## config.mk

```make
export PLATFORM = sky130hd
export DESIGN_NAME = vector_index_sequencer_flat
export DESIGN_NICKNAME = d
export VERILOG_FILES = /design/src/rtl/vector_index_sequencer_if.sv /design/src/rtl/vector_index_sequencer.sv /design/src/flat_wrapper.sv
export SDC_FILE = /design/constraint.sdc
export NUM_CORES = 1
export LEC_CHECK = 0
export ABC_AREA = 1
export ABC_CLOCK_PERIOD_IN_PS = 2990
export CORE_AREA = 8 8 45 47
export CTS_BUF_LIST = sky130_fd_sc_hd__clkbuf_8
export CTS_CLUSTER_SIZE = 12
export DETAILED_ROUTE_END_ITERATION = 10
export DIE_AREA = 0 0 53 55
export GPL_TIMING_DRIVEN = 0
export HOLD_SLACK_MARGIN = 0.08
export PLACE_DENSITY = 0.73
export SYNTH_ARGS = -nofsm -noshare
export SYNTH_HDL_FRONTEND = slang
export SYNTH_SLANG_ARGS = --single-unit
```

## constraint.sdc

```tcl
create_clock -name clock_i -period 2.99 [get_ports clock_i]
set_input_delay 0.299 -clock clock_i [delete_from_list [all_inputs] [get_ports clock_i]]
set_output_delay 0.299 -clock clock_i [all_outputs]
set_load 0.005 [all_outputs]
```

## src/rtl/vector_index_sequencer_if.sv

```systemverilog
// Control/status bundle between the layer controller (master) and the
// two-level index sequencer (slave).
interface vector_index_sequencer_if #(
  parameter int ELEMENTS = 8,
  parameter int VECTORS  = 4,
  parameter int EW       = $clog2(ELEMENTS),
  parameter int VW       = (VECTORS > 1) ? $clog2(VECTORS) : 1
);
  // start is a request accepted only while busy is low; busy rises the cycle
  // after acceptance and falls in the same cycle the done pulse is high.
  logic          clear;
  logic          start;
  logic          repeat_mode;
  logic          en;
  logic [EW-1:0] element_index;
  logic [VW-1:0] vector_index;
  logic          last_element;
  logic          new_vector;
  logic          done;
  logic          busy;

  modport master (
    output clear, start, repeat_mode, en,
    input  element_index, vector_index, last_element, new_vector, done, busy
  );

  modport slave (
    input  clear, start, repeat_mode, en,
    output element_index, vector_index, last_element, new_vector, done, busy
  );
endinterface

```

## src/rtl/vector_index_sequencer.sv

```systemverilog
// Two-level element/vector index generator with a run/idle FSM, vector and
// layer strobes, and an optional continuous (repeat) mode.
module vector_index_sequencer #(
  parameter int ELEMENTS = 8,
  parameter int VECTORS  = 4,
  parameter int EW       = $clog2(ELEMENTS),
  parameter int VW       = (VECTORS > 1) ? $clog2(VECTORS) : 1
) (
  input  logic                     clock_i,
  input  logic                     reset_i,
  vector_index_sequencer_if.slave  bus,
  output logic [0:0]               state_o
);

  localparam logic [0:0] ST_IDLE = 1'b0;
  localparam logic [0:0] ST_RUN  = 1'b1;

  // Explicit terminal values so non-power-of-two sizes never overflow visibly.
  localparam logic [EW-1:0] ELEM_LAST = EW'(ELEMENTS - 1);
  localparam logic [VW-1:0] VEC_LAST  = VW'(VECTORS - 1);

  logic [0:0]    state_q,  state_d;
  logic [EW-1:0] elem_q,   elem_d;
  logic [VW-1:0] vec_q,    vec_d;
  logic          nv_q,     nv_d;
  logic          done_q,   done_d;
  logic          repeat_q, repeat_d;

  always_comb begin
    state_d  = state_q;
    elem_d   = elem_q;
    vec_d    = vec_q;
    repeat_d = repeat_q;
    nv_d     = 1'b0;
    done_d   = 1'b0;

    if (bus.clear) begin
      state_d  = ST_IDLE;
      elem_d   = '0;
      vec_d    = '0;
      repeat_d = 1'b0;
    end else begin
      case (state_q)
        ST_IDLE: begin
          elem_d = '0;
          vec_d  = '0;
          if (bus.start) begin
            state_d  = ST_RUN;
            repeat_d = bus.repeat_mode;
          end
        end
        ST_RUN: begin
          if (bus.en) begin
            if (elem_q == ELEM_LAST) begin
              elem_d = '0;
              nv_d   = 1'b1;
              if (vec_q == VEC_LAST) begin
                vec_d = '0;
                if (!repeat_q) begin
                  state_d = ST_IDLE;
                  done_d  = 1'b1;
                end
              end else begin
                vec_d = vec_q + VW'(1);
              end
            end else begin
              elem_d = elem_q + EW'(1);
            end
          end
        end
        default: begin
          state_d = ST_IDLE;
          elem_d  = '0;
          vec_d   = '0;
        end
      endcase
    end
  end

  always_ff @(posedge clock_i or posedge reset_i) begin
    if (reset_i) begin
      state_q  <= ST_IDLE;
      elem_q   <= '0;
      vec_q    <= '0;
      nv_q     <= 1'b0;
      done_q   <= 1'b0;
      repeat_q <= 1'b0;
    end else begin
      state_q  <= state_d;
      elem_q   <= elem_d;
      vec_q    <= vec_d;
      nv_q     <= nv_d;
      done_q   <= done_d;
      repeat_q <= repeat_d;
    end
  end

  assign bus.element_index = elem_q;
  assign bus.vector_index  = vec_q;
  assign bus.new_vector    = nv_q;
  assign bus.done          = done_q;
  assign bus.busy          = (state_q == ST_RUN);
  assign bus.last_element  = (state_q == ST_RUN) && (elem_q == ELEM_LAST);
  assign state_o           = state_q;

endmodule

```

## src/flat_wrapper.sv

```systemverilog
// flat-port wrapper written by rule: the top's interface ports become plain ports
module vector_index_sequencer_flat 
#(
  parameter int ELEMENTS = 8,
  parameter int VECTORS  = 4,
  parameter int EW       = $clog2(ELEMENTS),
  parameter int VW       = (VECTORS > 1) ? $clog2(VECTORS) : 1
)
  (clock_i, reset_i, state_o, bus_clear, bus_start, bus_repeat_mode, bus_en, bus_element_index, bus_vector_index, bus_last_element, bus_new_vector, bus_done, bus_busy);
  vector_index_sequencer_if #(.ELEMENTS(ELEMENTS), .VECTORS(VECTORS), .EW(EW), .VW(VW)) bus_i ();
  input  logic clock_i;
  input  logic reset_i;
  output logic [0:0] state_o;
  input wire logic [$bits(bus_i.clear)-1:0] bus_clear;
  input wire logic [$bits(bus_i.start)-1:0] bus_start;
  input wire logic [$bits(bus_i.repeat_mode)-1:0] bus_repeat_mode;
  input wire logic [$bits(bus_i.en)-1:0] bus_en;
  output wire logic [$bits(bus_i.element_index)-1:0] bus_element_index;
  output wire logic [$bits(bus_i.vector_index)-1:0] bus_vector_index;
  output wire logic [$bits(bus_i.last_element)-1:0] bus_last_element;
  output wire logic [$bits(bus_i.new_vector)-1:0] bus_new_vector;
  output wire logic [$bits(bus_i.done)-1:0] bus_done;
  output wire logic [$bits(bus_i.busy)-1:0] bus_busy;
  assign bus_i.clear = bus_clear;
  assign bus_i.start = bus_start;
  assign bus_i.repeat_mode = bus_repeat_mode;
  assign bus_i.en = bus_en;
  assign bus_element_index = bus_i.element_index;
  assign bus_vector_index = bus_i.vector_index;
  assign bus_last_element = bus_i.last_element;
  assign bus_new_vector = bus_i.new_vector;
  assign bus_done = bus_i.done;
  assign bus_busy = bus_i.busy;
  vector_index_sequencer #(.ELEMENTS(ELEMENTS), .VECTORS(VECTORS), .EW(EW), .VW(VW)) u_core (.clock_i(clock_i), .reset_i(reset_i), .bus(bus_i), .state_o(state_o));
endmodule
```

==> metrics.txt <==
Final Critical Period=1880 ps; Layout Skew=1.33 ps; critical-path maximum fanout=4; WP buf/inv=2; overall die width=53 microns; slowest stage delay, CP=430 ps; CTS sink cnt=9; H-tree Lvls=1; clock root buffer=clkbuf_8; Placed Cells=88; share of synthesized registers carrying an async set or reset=1.00; number of synthesized flops with an enable pin=0; # rows=14; Setup TNS Final=0 ps; Ant. Diodes=0; share of cells above drive strength 1=0.118; filler instances=145; core area=1380 sq um; CP endpoint kind=output port; critical path arrival=1590 ps; initial drt markers=7; Worst setup startpoint=u_core.bus.element_index[0]; nets@finish=87; DR DRC count=0; final core occ=0.495; Post-Syn Area=470 sq um; Crit Path Category=reg -> out; syn nets=67; P_leak=0.352 nW; Tot Pwr=304 uW; CTS clk-pin slew, worst paths=40 ps; instance count on the critical path=5; starting density of the core=0.340; clock buffers created by TritonCTS=3; top_reg_cell synth=dfrtp_1; pwr dens=443 nW/um^2; total track usage=0.0782; Hold Fails Final Rpt=0; detailed placement HPWL=785 microns; fin cells=92; Seq/Total Area, Yosys=0.479; Slew HR=0.772; most frequent cells after synthesis=nand2_1 (15), dfrtp_1 (9), nor2_1 (6); period utilisation layout=0.630; drt pass-1 iters=3; grt total ovfl=0; Post-Syn Instances=57; status=finished, final reports clean; Slew Viols, Final=0; Routed WL=981 microns; via/cell ratio=4.58; CP startpoint kind=register; Top Ports=16; CP top delay family=buffers and inverters; HP Class=in -> async; top cell type's share of synthesized area=0.479; GP Congestion=0.696; largest net degree at the start of global routing=10; mean routed wirelength per cell=10.7 microns; post-cts sizing count=0; Die H=55 microns; hold bufs inserted after CTS=0; Reg2Reg Depth=7; CP endpoint=bus_last_element; fmax=0.531 GHz; Slew @ Worst Pin=341 ps; flop2flop setup slack=1680 ps; input/output buffers=15; vias in the first global route=402; number of synthesized register bits=9; Worst Path Required=2690 ps; most frequent cell on the critical path=ha_1; first-pass GRT wire length=1700 microns; Critical R2R Launch=u_core.bus.element_index[0]; total number of vias=421; slowest cell on the critical path=clkdlybuf4s50_1; top cells by area, synth=dfrtp_1 (48%), nand2_1 (12%), ha_1 (11%); post-synth top area cell=dfrtp_1; synth warn=0; Syn Area/Cell=8.25 sq um; Final ANT Viol Nets=0; most common cell in the netlist=nand2_1; worst skew pair latency=230 ps; area delta synth->final=45.7%; distinct cell type count after synthesis=14; antenna violations before repair=0; die area=2920 sq um; postcts setup bufs=0; Max rail drop VDD=258 uV; TritonCTS clock tree=built; Max Root-Sink Buffers=2; Final setup viols=0; FF-to-FF End=u_core.bus.vector_index[1]; max_cap viols=0; crit-path cells=ha_1, ha_1, nand2_1, inv_1, clkdlybuf4s50_1; RSZ-0062 raised after global routing=false
==> sequential cells by signal (all words and copies together) (netlist names) <==
signal	count
u_core.bus.vector_index	2
u_core.bus.new_vector	1
u_core.bus.element_index	3
u_core.bus.done	1
u_core.bus.busy	1
u_core.repeat_q	1
==> cell families (layout without fill, tap and decap cells) <==
| logic type | after synthesis | after routing | synth area share |
|---|---|---|---|
| flip-flops | 9 | 9 | 0.479 |
| AND/OR/NAND/NOR | 29 | 29 | 0.263 |
| AO/OA/AOI/OAI | 6 | 6 | 0.0638 |
| adder cells (fa/ha/maj) | 4 | 4 | 0.106 |
| buffers and inverters | 9 | 28 | 0.0878 |
==> how the worst min path moves through the flow <==
stage / startpoint / end
global route: reset_i / u_core.bus.element_index[0]
finish: reset_i / u_core.bus.element_index[1]
detailed placement: u_core.bus.vector_index[1] / u_core.bus.vector_index[1]
CTS: reset_i / u_core.bus.element_index[1]
global placement: u_core.bus.vector_index[1] / u_core.bus.vector_index[1]
floorplan: reset_i / u_core.bus.busy
==> placed cells by master (no fill, tap or decap), types with 3 or more instances in the layout <==
master,instances
o21ai_0,5
nand3_1,3
clkdlybuf4s50_1,15
inv_1,6
clkbuf_8,3
dfrtp_1,9
nor2_1,6
ha_1,4
nand2_1,15
==> per-layer routing <==
| metal | routed length [microns] | part of all wire | track usage |
|---|---|---|---|
| met5 | 0 | 0 | 0 |
| met4 | 19 | 0.019 | 0.0517 |
| met3 | 86 | 0.088 | 0.0241 |
| met2 | 449 | 0.46 | 0.123 |
| met1 | 426 | 0.43 | 0.0902 |
==> worst register-to-register path, stage by stage, from the launching register on <==
cell and delay, ps:
dfrtp_1 400, ha_1 230, ha_1 210, nor2_1 140, nand2_1 70, nand2_1 90
nand2_1 50, nand2_1 50
==> per-stage QoR <==
step                instance area [sq um]  hold slack [ps]  worst slack (ps)
global route                          686              379              1030
floorplan                             470              127              1780
finish                                686              330              1110
global placement                      641              490              1350
detailed placement                    641              506              1340
CTS                                   686              348              1090
==> where the power goes <==
part	internal (mW)	leakage [nW]	switching [mW]
registers	0.126	0.123	0.00264
logic	0.0207	0.202	0.0198
clock network	0.0892	0.0269	0.0457
==> area by class of cell <==
type                            instances  area [sq um]  area share
Sequential cell                         9           225       0.328
Multi-Input combinational cell         39           204       0.297
Timing Repair Buffer                   15           150       0.219
Clock buffer                            3          41.3      0.0602
Inverter                                7          26.3      0.0383
Tap cell                               16          20.0      0.0292
Buffer                                  2          15.0      0.0219
Clock inverter                          1          3.75     0.00547
No activity file was read; power rests on OpenSTA's default activity.
